[src/rtl/tile_clip_pkg.sv]
`default_nettype none
// ============================================================================
//  tile_clip_pkg : shared state type, widths and coordinate type for the
//                  tile clip sequencer
//  Revision     : 1.0
// ============================================================================
package tile_clip_pkg;

    typedef enum logic [1:0] {
        IDLE  = 2'd0,
        CALC  = 2'd1,
        ISSUE = 2'd2,
        DONE  = 2'd3
    } state_t;

    localparam int DEF_TILE_W  = 32;
    localparam int DEF_TILE_H  = 32;
    localparam int DEF_COORD_W = 12;

    localparam int LEN_W  = $clog2(DEF_TILE_W + 1);
    localparam int LINE_W = $clog2(DEF_TILE_H);
    localparam int COL_W  = $clog2(DEF_TILE_W);
    localparam int HGT_W  = $clog2(DEF_TILE_H + 1);

    // Two guard bits so origin + tile size never overflows
    localparam int CX_W = DEF_COORD_W + 2;
    typedef logic signed [CX_W-1:0] coord_t;

endpackage
`default_nettype wire

[src/rtl/axis_clip.sv]
`default_nettype none
// ============================================================================
//  axis_clip : clips one axis of a tile window against the image extent
//  Revision  : 1.0
// ============================================================================
module axis_clip
    import tile_clip_pkg::*;
#(
    parameter int TILE   = 32,
    parameter int IM_DIM = 640,
    parameter int SIZE_W = 6
) (
    input  coord_t            c,
    output coord_t            lo,
    output logic [SIZE_W-1:0] size,
    output logic [SIZE_W-1:0] off
);

    localparam coord_t TILE_S = coord_t'(TILE);
    localparam coord_t IM_S   = coord_t'(IM_DIM);

    coord_t hi_raw;
    coord_t hi;

    always_comb begin
        lo     = c[CX_W-1] ? '0 : c;
        hi_raw = c + TILE_S;
        hi     = (hi_raw < IM_S) ? hi_raw : IM_S;
        size   = (hi > lo) ? SIZE_W'(hi - lo) : '0;
        off    = SIZE_W'(lo - c);
    end

endmodule
`default_nettype wire

[src/rtl/tile_clip_sequencer.sv]
`default_nettype none
// ============================================================================
//  tile_clip_sequencer : clips a tile window against the image and issues one
//                        row-fetch request per visible tile row
//  Revision            : 1.0
// ============================================================================
module tile_clip_sequencer
    import tile_clip_pkg::*;
#(
    parameter int IM_WIDTH  = 640,
    parameter int IM_HEIGHT = 480,
    parameter int TILE_W    = DEF_TILE_W,
    parameter int TILE_H    = DEF_TILE_H,
    parameter int COORD_W   = DEF_COORD_W,
    parameter int ADDR_W    = 32
) (
    input  logic                      p_clk,
    input  logic                      preset_n,
    input  logic                      req_valid,
    output logic                      req_ready,
    input  logic signed [COORD_W-1:0] req_x,
    input  logic signed [COORD_W-1:0] req_y,
    input  logic [ADDR_W-1:0]         im_base,
    input  logic                      abort,
    output logic                      row_valid,
    input  logic                      row_ready,
    output logic [ADDR_W-1:0]         row_addr,
    output logic [LEN_W-1:0]          row_len,
    output logic [LINE_W-1:0]         row_dst_line,
    output logic [COL_W-1:0]          row_dst_col,
    output logic [LEN_W-1:0]          win_w,
    output logic [HGT_W-1:0]          win_h,
    output logic [LEN_W-1:0]          off_x,
    output logic [HGT_W-1:0]          off_y,
    output logic                      empty,
    output logic                      busy,
    output logic                      done
);

    state_t              state;
    state_t              state_nxt;
    coord_t              x_q;
    coord_t              y_q;
    logic [ADDR_W-1:0]   base_q;
    logic [LINE_W-1:0]   row_cnt;

    coord_t              lo_x;
    coord_t              lo_y;
    logic [LEN_W-1:0]    size_x;
    logic [LEN_W-1:0]    offs_x;
    logic [HGT_W-1:0]    size_y;
    logic [HGT_W-1:0]    offs_y;

    logic                accept;
    logic                row_hs;
    logic                last_row;
    logic                calc_empty;

    axis_clip #(.TILE(TILE_W), .IM_DIM(IM_WIDTH), .SIZE_W(LEN_W)) u_clip_x (
        .c    (x_q),
        .lo   (lo_x),
        .size (size_x),
        .off  (offs_x)
    );

    axis_clip #(.TILE(TILE_H), .IM_DIM(IM_HEIGHT), .SIZE_W(HGT_W)) u_clip_y (
        .c    (y_q),
        .lo   (lo_y),
        .size (size_y),
        .off  (offs_y)
    );

    assign accept       = req_valid & req_ready;
    assign row_hs       = row_valid & row_ready;
    assign last_row     = (HGT_W'(row_cnt) + HGT_W'(1)) == win_h;
    assign calc_empty   = (size_x == '0) || (size_y == '0);
    assign row_len      = win_w;
    assign row_dst_col  = off_x[COL_W-1:0];
    assign row_dst_line = off_y[LINE_W-1:0] + row_cnt;

    always_ff @(posedge p_clk or negedge preset_n) begin
        if (!preset_n) begin
            state <= IDLE;
        end else begin
            state <= state_nxt;
        end
    end

    always_comb begin
        state_nxt = state;
        // req_ready is held low while reset is asserted
        req_ready = (state == IDLE) && preset_n;
        row_valid = (state == ISSUE);
        done      = (state == DONE);
        busy      = (state != IDLE);
        case (state)
            IDLE:    if (accept) state_nxt = CALC;
            CALC:    state_nxt = calc_empty ? DONE : ISSUE;
            ISSUE:   if (row_hs && last_row) state_nxt = DONE;
            DONE:    state_nxt = IDLE;
            default: state_nxt = IDLE;
        endcase
        if (abort && (state != IDLE)) state_nxt = IDLE;
    end

    always_ff @(posedge p_clk or negedge preset_n) begin
        if (!preset_n) begin
            x_q      <= '0;
            y_q      <= '0;
            base_q   <= '0;
            row_cnt  <= '0;
            row_addr <= '0;
            win_w    <= '0;
            win_h    <= '0;
            off_x    <= '0;
            off_y    <= '0;
            empty    <= 1'b0;
        end else begin
            if (accept) begin
                x_q    <= coord_t'(req_x);
                y_q    <= coord_t'(req_y);
                base_q <= im_base;
            end
            if (state == CALC) begin
                row_cnt  <= '0;
                row_addr <= base_q + ADDR_W'(lo_y) * ADDR_W'(IM_WIDTH) + ADDR_W'(lo_x);
                off_x    <= offs_x;
                off_y    <= offs_y;
                empty    <= calc_empty;
                win_w    <= calc_empty ? '0 : size_x;
                win_h    <= calc_empty ? '0 : size_y;
            end
            // A row accepted together with abort still counts as consumed
            if (row_hs) begin
                row_cnt  <= row_cnt + LINE_W'(1);
                row_addr <= row_addr + ADDR_W'(IM_WIDTH);
            end
        end
    end

endmodule
`default_nettype wire
[config.mk]
export PLATFORM = sky130hd
export DESIGN_NAME = tile_clip_sequencer
export DESIGN_NICKNAME = d
export VERILOG_FILES = /design/src/rtl/tile_clip_pkg.sv /design/src/rtl/axis_clip.sv /design/src/rtl/tile_clip_sequencer.sv
export SDC_FILE = /design/constraint.sdc
export NUM_CORES = 1
export LEC_CHECK = 0
export CORE_AREA = 2 2 137 139
export CTS_CLUSTER_SIZE = 20
export DETAILED_ROUTE_END_ITERATION = 8
export DIE_AREA = 0 0 139 141
export PLACE_DENSITY = 0.89
export SLEW_MARGIN = 40
export SYNTH_ARGS = -nofsm -noshare
export SYNTH_HDL_FRONTEND = slang
export SYNTH_HIERARCHICAL = 1
export SYNTH_SLANG_ARGS = --single-unit
export TNS_END_PERCENT = 100
[constraint.sdc]
create_clock -name p_clk -period 6.4 [get_ports p_clk]
set_input_delay 1.28 -clock p_clk [delete_from_list [all_inputs] [get_ports p_clk]]
set_output_delay 1.28 -clock p_clk [all_outputs]
set_load 0.02 [all_outputs]
After elaboration in Yosys (flattened, before gate mapping):

Index checks and enable logic that the tools add are counted.

* add/sub/neg operators: 12
* equal/unequal tests: 6
* bitwise logic cells: 2
* multiply operators: 1
* reductions and logical operators: 10
* mux-type cells: 17
* $lt $le $gt $ge: 4

Operators by type and width (count)
* 32-bit two-way mux: 2
* 32-bit by 10-bit adder with 32-bit output, second input constant: 1
* 32-bit by 13-bit adder with 32-bit output: 1
* 32-bit adder: 1
* 14-bit greater-than comparator: 2
* 14-bit two-way mux: 2
* 12-bit by 7-bit adder with 13-bit output, second input constant: 2
* 13-bit two-way mux: 2
* 6-bit two-way mux: 4
* 6-bit subtractor: 4
* 13-bit by 3-bit multiplier with 16-bit output, second input constant: 1
* 14-bit by 10-bit < comparator with 1-bit output, second input constant: 1
* 14-bit by 11-bit < comparator with 1-bit output, second input constant: 1
* 6-bit logical NOT: 2
* 5-bit two-way mux: 2
* 2-bit one-hot mux with 4 select lines: 1
* 5-bit by 1-bit adder with 6-bit output, second input constant: 1
* 6-bit equality test: 1
* 2-bit two-way mux: 3
* 5-bit by 1-bit adder with 5-bit output, second input constant: 1
* 5-bit adder: 1
* 2-bit equality test, second input constant: 2
* 2-bit nonzero test: 2
* 1-bit logical AND: 3
* other kinds (8): 9

* input bits: 61
* word-level logic and storage cells: 63
* output and inout port bits: 77
* bits in registers: 120

Depth between registers and ports, before layout:

Gate-level depths: netlist of run 1.

* depth after elaboration: 10
* gate-level depth with buffers: 27
* gate-level depth less buffers: 26

By module:

Netlist of run 1, hierarchy kept.

By module, submodules not included
* tile_clip_sequencer: area each 8340.5 um^2, times used 1, sequential area each 3002.9 um^2, cells each 793
* axis_clip at u_clip_x: area each 958.4 um^2, times used 1, sequential area each 0.0 um^2, cells each 145
* axis_clip at u_clip_y: area each 924.6 um^2, times used 1, sequential area each 0.0 um^2, cells each 140

Least setup slack after synthesis of run 1:

OpenSTA, ideal clock, no wires.

* kind: flip-flop to flip-flop
* start point: register y_q[11] (netlist name)
* end point: register row_addr[30]
* data arrival time: 5.136 ns
* cell stages (with the launch flop): 28
* setup slack: 1.123 ns
* setup time: 0.141 ns
* clock period less this slack: 5.277 ns
* data required time: 6.259 ns
* path through: dfrtp_1 -> clkbuf_1 -> nand2b_1 -> inv_1 -> ha_1 -> ha_1 -> inv_1 -> fa_1 -> nor2b_1 -> o21ai_0 -> nand2_1 -> a21o_1 -> nand2_1 -> a21oi_1 -> a41o_1 -> o22ai_1 -> xnor2_1 -> fa_1 -> ha_1 -> a21o_1 -> a21o_1 -> a21o_1 -> a21o_1 -> a21oi_1 -> o31ai_4 -> a21oi_1 -> mux2i_1 -> o2111ai_1

* word-level cells in the longest chain between the ends: 6

RTL lines
* 13-bit two-way mux: line axis_clip.sv:26 `lo = c[CX_W-1] ? '0 : c;`
* net lo_y[1]: line tile_clip_sequencer.sv:48 `coord_t lo_y;`
* 13-bit by 3-bit multiplier with 16-bit output: line tile_clip_sequencer.sv:126 `row_addr <= base_q + ADDR_W'(lo_y) * ADDR_W'(IM_WIDTH) + ADDR_W'(lo_x);`
* 32-bit adder: line tile_clip_sequencer.sv:126
* 32-bit by 13-bit adder with 32-bit output: line tile_clip_sequencer.sv:126
* 32-bit two-way mux: line tile_clip_sequencer.sv:124 `if (state == CALC) begin`
* 32-bit two-way mux: line tile_clip_sequencer.sv:134 `if (row_hs) begin`
* end signal, assigned: line tile_clip_sequencer.sv:126
* end signal, assigned: line tile_clip_sequencer.sv:136 `row_addr <= row_addr + ADDR_W'(IM_WIDTH);`
* end, declared: line tile_clip_sequencer.sv:27 `output logic [ADDR_W-1:0] row_addr,`

The timed path passes the listed nets, and every way through them passes these cells. The select of a mux whose other input is x is not followed.
A chain may end at the register's enable or synchronous reset.

Worst setup path in the final report of run 1:

* start point: register y_q[11] (netlist name)
* end point: register row_addr[30]

* word-level cells in the longest chain between the ends: 6

RTL lines (line)
* 13-bit two-way mux: axis_clip.sv:26
* net lo_y[3]: tile_clip_sequencer.sv:48
* 13-bit by 3-bit multiplier with 16-bit output: tile_clip_sequencer.sv:126
* 32-bit adder: tile_clip_sequencer.sv:126
* 32-bit by 13-bit adder with 32-bit output: tile_clip_sequencer.sv:126
* 32-bit two-way mux: tile_clip_sequencer.sv:124
* 32-bit two-way mux: tile_clip_sequencer.sv:134

The timed path passes the listed nets, and every way through them passes these cells. The select of a mux whose other input is x is not followed.

==> impl_metrics.py, run 1 <==
metrics = {
    "sta": {
        "rsz0062_at_grt": "no",
        "max_freq_mhz": 168.2,
        "timing.final.hold_violations": 0,
        "setup_violations": 0,
        "finalClockSkew_ns": 0.007415,
        "setup_tns_ns": 0,
        "layout_min_cycle_time_ns": 5.945,
        "period_share_pct": 92.89,
        "worst_pin_slew_ns": 0.8058,
        "relSlewSlack_pct": 46.28,
        "slew_viol_final": 0,
    },
    "synth": {
        "yosysMostFrequentCell": "dfrtp_1",
        "ys_seq_elements": 120,
        "synth_common_cells": "dfrtp_1 (120), ha_1 (104), inv_1 (83)",
        "yosysTopAreaCell": "dfrtp_1",
        "synth-seq-area-share_pct": 29.37,
        "yosys_warnings": 6,
        "synth_area_leaders": "dfrtp_1 (29%), ha_1 (13%), mux2_2 (7.6%), fa_1 (5.7%), xnor2_1 (3.3%)",
        "synth_nets": 1272,
        "ys_async_sr_fraction_pct": 100.0,
        "syn_inst": 1078,
        "synth_area_per_cell_sq_um": 9.484,
        "yosysTopAreaCellShare_pct": 29.37,
        "synth_edf_count": 0,
        "syn-cell-area_sq_um": 10220,
        "synth.distinct_cells": 88,
        "ys.flop_type": "dfrtp_1",
    },
    "hold_path": {
        "min_path_type": "reg2reg",
        "hold_depth": 1,
    },
    "place": {
        "io_buffers": 137,
        "gp_congestion": 0.9213,
        "dp_hpwl_microns": 19060,
    },
    "critical_path": {
        "cp_max_fo": 19,
        "cp-start-kind": "flip-flop",
        "cp.required_ns": 6.69,
        "end_kind": "flip-flop",
        "ff2ff_path_depth": 27,
        "crit_type": "reg2reg",
        "crit_arrival_ns": 6.23,
    },
    "drt": {
        "dr.max_layer_used": "met4",
        "drtIter0Drc": 798,
        "wl_met3_microns": 1518,
        "viasPerCell": 6.040,
        "met2_length_microns": 12580,
        "wl_met1_microns": 11410,
        "antenna_left": 0,
        "vias": 8722,
        "wire_per_inst_microns": 18.02,
        "wl_microns": 26020,
        "firstDrtPassIters": 5,
        "drcViolationCount": 0,
    },
    "floorplan": {
        "boundaryPins": 138,
        "initial_core_util_pct": 55.97,
        "die_w_microns": 139,
        "rows": 50,
        "core_sq_um": 18270,
        "die-area_sq_um": 19600,
        "die_h_microns": 141,
    },
    "global_route": {
        "antenna_found_initial": 0,
        "grt_start_max_net_pins": 66,
        "grt_pass1_wl_microns": 42880,
        "grt_overflow": 0,
        "grt_usage_pct": 26.82,
        "first_global_vias": 8635,
    },
    "clock_tree": {
        "cts_buffers": 17,
        "h-tree-depth": 4,
        "clock_sinks": 120,
        "hold_buffers": 0,
        "clk_pin_slew_worst_paths_ns": 0.06,
        "root_buffer": "clkbuf_16",
        "cts_tree": "built",
        "cts_setup_buffers": 0,
        "clock_latency_ns": 0.42,
        "clk_path_buf_depth": 2,
        "cts_resized": 0,
    },
    "flow_run": {
        "cap_violations": 0,
    },
    "cells_and_area": {
        "drive_above_1_share_pct": 12.07,
        "syn_to_final_growth_pct": 20.67,
        "final_util_pct": 67.53,
        "fillers": 1329,
        "nNetsFinal": 1392,
        "antennaDiodeCount": 0,
    },
    "status": {
        "status": "completed",
    },
}
==> cell type report <==
class / count / area [sq um] / area share (%)
Clock inverter: 12 / 175.2 / 1.420
Tap cell: 234 / 292.8 / 2.373
Clock buffer: 19 / 432.9 / 3.509
Timing Repair Buffer: 144 / 1429 / 11.58
Multi-Input combinational cell: 829 / 6681 / 54.16
Sequential cell: 120 / 3003 / 24.34
Inverter: 86 / 322.8 / 2.617
==> flip-flops by register name (all words and copies together), names as in the netlist <==
| signal | flops |
|---|---|
| base_q | 32 |
| row_addr | 32 |
| x_q | 12 |
| y_q | 12 |
| off_x | 6 |
| off_y | 6 |
| row_len | 6 |
| win_h | 6 |
| row_cnt | 5 |
| state | 2 |
| empty | 1 |
==> cells in the final DEF (no fill, tap or decap), types with 5 or more instances in the layout <==
cell	instances
nand2b_1	23
mux2i_1	5
buf_4	6
or3_1	5
ha_1	104
mux2_2	69
a31oi_1	5
a211oi_1	7
xnor2_1	39
nand4_1	14
and3_1	6
o21ai_1	5
clkbuf_16	17
o21bai_1	6
xor2_1	31
and2_1	9
a311oi_1	6
inv_1	83
nor2_1	70
nand2_1	72
a21oi_1	60
nor3_1	20
dfrtp_1	120
nand3_1	26
o31ai_1	10
fa_1	29
o21ai_0	40
nor2b_1	21
clkdlybuf4s50_1	136
o2bb2ai_1	12
o21a_1	10
a21o_1	23
nor3b_1	5
==> path summary, 6_finish.rpt <==
kind	slack, ns	end	start
worst min-delay path	0.48	empty$_DFFE_PN0P_	empty$_DFFE_PN0P_
max in group asynchronous	4.61	row_addr[18]$_DFFE_PN0P_	preset_n
min in group asynchronous	0.81	base_q[23]$_DFFE_PN0P_	preset_n
worst max-delay path	0.46	row_addr[30]$_DFFE_PN0P_	y_q[11]$_DFFE_PN0P_
worst max register to register	0.46	row_addr[30]$_DFFE_PN0P_	y_q[11]$_DFFE_PN0P_
worst min register to register	0.48	empty$_DFFE_PN0P_	empty$_DFFE_PN0P_
==> logic make-up (layout without fill, tap and decap cells) <==
kind of cell | after synthesis | in the layout | synth area share [%]
flops | 120 | 120 | 29.37
mux | 75 | 75 | 8.236
simple gates | 297 | 297 | 14.54
xor+xnor | 70 | 70 | 5.997
compound gates | 252 | 252 | 18.03
fa+ha+maj | 133 | 133 | 18.41
buf+inv | 129 | 261 | 5.348
other cells | 2 | 2 | 0.07346
==> stage by stage <==
| stage | setup slack, ns | instances | area (sq um) | hold WS (ns) |
|---|---|---|---|---|
| after floorplan | 1.123 | 1078 | 10220 | 0.4775 |
| after global routing | 0.04801 | 1444 | 12340 | 0.5173 |
| after CTS | 0.5028 | 1444 | 12330 | 0.4893 |
| final | 0.4551 | 1444 | 12340 | 0.4848 |
| after detailed placement | 0.6523 | 1413 | 11720 | 0.4765 |
| after global placement | 0.8018 | 1413 | 11720 | 0.4692 |
==> worst max-delay path, cell delays in order, from the launching register on <==
cell and delay (ns):
dfrtp_1 0.51, buf_4 0.27, nand2b_1 0.15, inv_1 0.07, ha_1 0.29, ha_1 0.20
inv_1 0.07, fa_1 0.41, nor2b_1 0.16, o21ai_0 0.10, nand2_1 0.13, a21o_1 0.13
nand2_1 0.07, a21oi_1 0.29, a41o_1 0.29, o22ai_1 0.11, xnor2_1 0.20, fa_1 0.45
ha_1 0.25, a21o_1 0.21, a21o_1 0.18, a21o_1 0.17, a21o_1 0.17, a21oi_1 0.24
o31ai_4 0.12, a21oi_1 0.20, mux2i_1 0.22, o2111ai_1 0.13
==> per-layer routing <==
metal  vias up  GRT usage [%]
met4         0          8.931
met1      4273          35.80
met3        39          4.212
met2       337          44.96
li1       4073              -
met5         -              0
Power of run 1 is left out: the tool's default activity adds up to more than one toggle a clock period on the data nets, which glitch-free logic cannot reach.
==> inputs of run 2 (changes only) <==
--- a/config.mk
+++ b/config.mk
@@ -5,11 +5,13 @@
 export SDC_FILE = /design/constraint.sdc
 export NUM_CORES = 1
 export LEC_CHECK = 0
-export CORE_AREA = 2 2 137 139
+export CORE_AREA = 2 2 185 187
 export CTS_CLUSTER_SIZE = 20
 export DETAILED_ROUTE_END_ITERATION = 8
-export DIE_AREA = 0 0 139 141
-export PLACE_DENSITY = 0.89
+export DIE_AREA = 0 0 187 189
+export GPL_ROUTABILITY_DRIVEN = 0
+export GPL_TIMING_DRIVEN = 0
+export PLACE_DENSITY = 0.57
 export SLEW_MARGIN = 40
 export SYNTH_ARGS = -nofsm -noshare
 export SYNTH_HDL_FRONTEND = slang
==> impl_metrics.py, run 2 (synthesized netlist as in run 1, its figures left out) <==
metrics = {
    "status": {
        "status": "completed",
    },
    "critical_path": {
        "worstReg2RegStart": "y_q[11]$_DFFE_PN0P_",
        "slowest_delay_ns": 0.47,
        "ff2ff_path_depth": 27,
        "cp_max_fo": 11,
        "crit_type": "reg2reg",
        "reg2reg_to": "row_addr[30]$_DFFE_PN0P_",
        "end_kind": "flip-flop",
        "cp.required_ns": 6.69,
        "crit_top_cell": "a21o_1",
        "cp_slowest_cell": "dfrtp_2",
        "critPathTopFamily": "compound AO/OA/AOI/OAI gates",
        "cp-start-kind": "flip-flop",
        "crit_arrival_ns": 6.18,
        "reg2reg_setup_slack_ns": 0.52,
        "path_buf_inv": 3,
    },
    "clock_tree": {
        "clock_sinks": 120,
        "h-tree-depth": 4,
        "clock_latency_ns": 0.43,
        "cts_buffers": 17,
        "cts_setup_buffers": 0,
        "clk_path_buf_depth": 2,
        "clk_pin_slew_worst_paths_ns": 0.06,
        "root_buffer": "clkbuf_16",
        "cts_tree": "built",
    },
    "cells_and_area": {
        "syn_to_final_growth_pct": 25.65,
        "final_common_cell": "clkdlybuf4s50_1",
        "antennaDiodeCount": 0,
        "drive_above_1_share_pct": 12.81,
        "top_regs": "base_q x32, row_addr x32",
        "final_cell_mix": "clkdlybuf4s50_1 (136), dfrtp_1 (119), ha_1 (104)",
        "instances_no_fill": 1697,
        "nNetsFinal": 1430,
    },
    "flow_run": {
        "cap_violations": 0,
    },
    "floorplan": {
        "die_w_microns": 187,
        "initial_core_util_pct": 30.72,
        "core_sq_um": 33280,
        "die-area_sq_um": 35340,
        "rows": 67,
        "boundaryPins": 138,
        "die_h_microns": 189,
    },
    "place": {
        "dpl.cell_count": 1665,
        "io_buffers": 137,
        "dp_hpwl_microns": 22120,
    },
    "sta": {
        "timing.final.hold_violations": 0,
        "relSlewSlack_pct": 45.08,
        "max_freq_mhz": 169.9,
        "slew_viol_final": 0,
        "period_share_pct": 91.94,
        "layout_min_cycle_time_ns": 5.884,
        "setup_tns_ns": 0,
        "finalClockSkew_ns": 0.008496,
        "rsz0062_at_grt": "no",
        "setup_violations": 0,
        "worst_pin_slew_ns": 0.8238,
    },
    "global_route": {
        "first_global_vias": 8265,
        "antenna_found_initial": 0,
        "grt_usage_pct": 15.59,
        "grt_overflow": 0,
        "grt_pass1_wl_microns": 43930,
        "grt_start_max_net_pins": 47,
    },
    "drt": {
        "antenna_left": 0,
        "drtIter0Drc": 348,
        "viasPerCell": 4.900,
        "firstDrtPassIters": 5,
        "wire_per_inst_microns": 15.97,
        "wl_microns": 27090,
        "drcViolationCount": 0,
        "vias": 8315,
    },
    "hold_path": {
        "hp-start": "empty$_DFFE_PN0P_",
        "min_path_type": "reg2reg",
        "hold_depth": 1,
        "whs_endpoint": "empty$_DFFE_PN0P_",
    },
}
==> run 2: changes by cell type in the layout (fill, tap and decap cells not counted), sizes merged <==
cell and delta:
clkbuf +26, buf +10, bufinv -1, inv +4
==> run 2: worst max-delay path by stage <==
stage                                     to  cells after the start                 from
global placement         x_q[11]$_DFFE_PN0P_                      6             preset_n
CTS                     state[0]$_DFFE_PN0P_                     23   y_q[5]$_DFFE_PN0P_
floorplan           row_addr[30]$_DFFE_PN0P_                     27  y_q[11]$_DFFE_PN0P_
global route        row_addr[30]$_DFFE_PN0P_                     27  y_q[11]$_DFFE_PN0P_
finish              row_addr[30]$_DFFE_PN0P_                     27  y_q[11]$_DFFE_PN0P_
detailed placement      state[0]$_DFFE_PN0P_                     23   y_q[5]$_DFFE_PN0P_
==> run 2: metal layers <==
| metal | up-vias | GRT usage, % | routed length (microns) |
|---|---|---|---|
| met2 | 159 | 24.71 | 12180 |
| met1 | 3954 | 21.29 | 13400 |
| met4 | 0 | 6.532 | 701 |
| met3 | 34 | 2.261 | 819 |
| li1 | 4168 | - | - |
| met5 | - | 0 | 0 |
==> run 2: what timing repair did <==
item | in CTS | in global routing
gates resized for setup | 0 | 3
endpoints found under the setup margin | 0 | 6
hold buffers | 0 | 0
==> run 2: area by class of cell <==
cell class                 count  area [sq um]
multi-input combinational    829          6686
sequential                   120          3004
clock inverter                15         191.4
inverter                      86         322.8
clock buffer                  17         425.4
buffer                        43         224.0
timing repair buffer         139          1431
fill                        3300         20430
tap                          448         560.5
==> run 2: metrics by stage <==
stage	worst slack (ns)	utilization (%)	hold slack, ns	cell area, sq um
global route	0.07788	38.60	0.5128	12850
finish	0.5159	38.60	0.4864	12850
detailed placement	0.1299	36.70	0.4777	12220
global placement	-2.112	36.52	0.4699	12160
floorplan	1.123	-	0.4775	10220
CTS	0.1018	38.56	0.4912	12830
Power of run 2 is left out for the same reason.
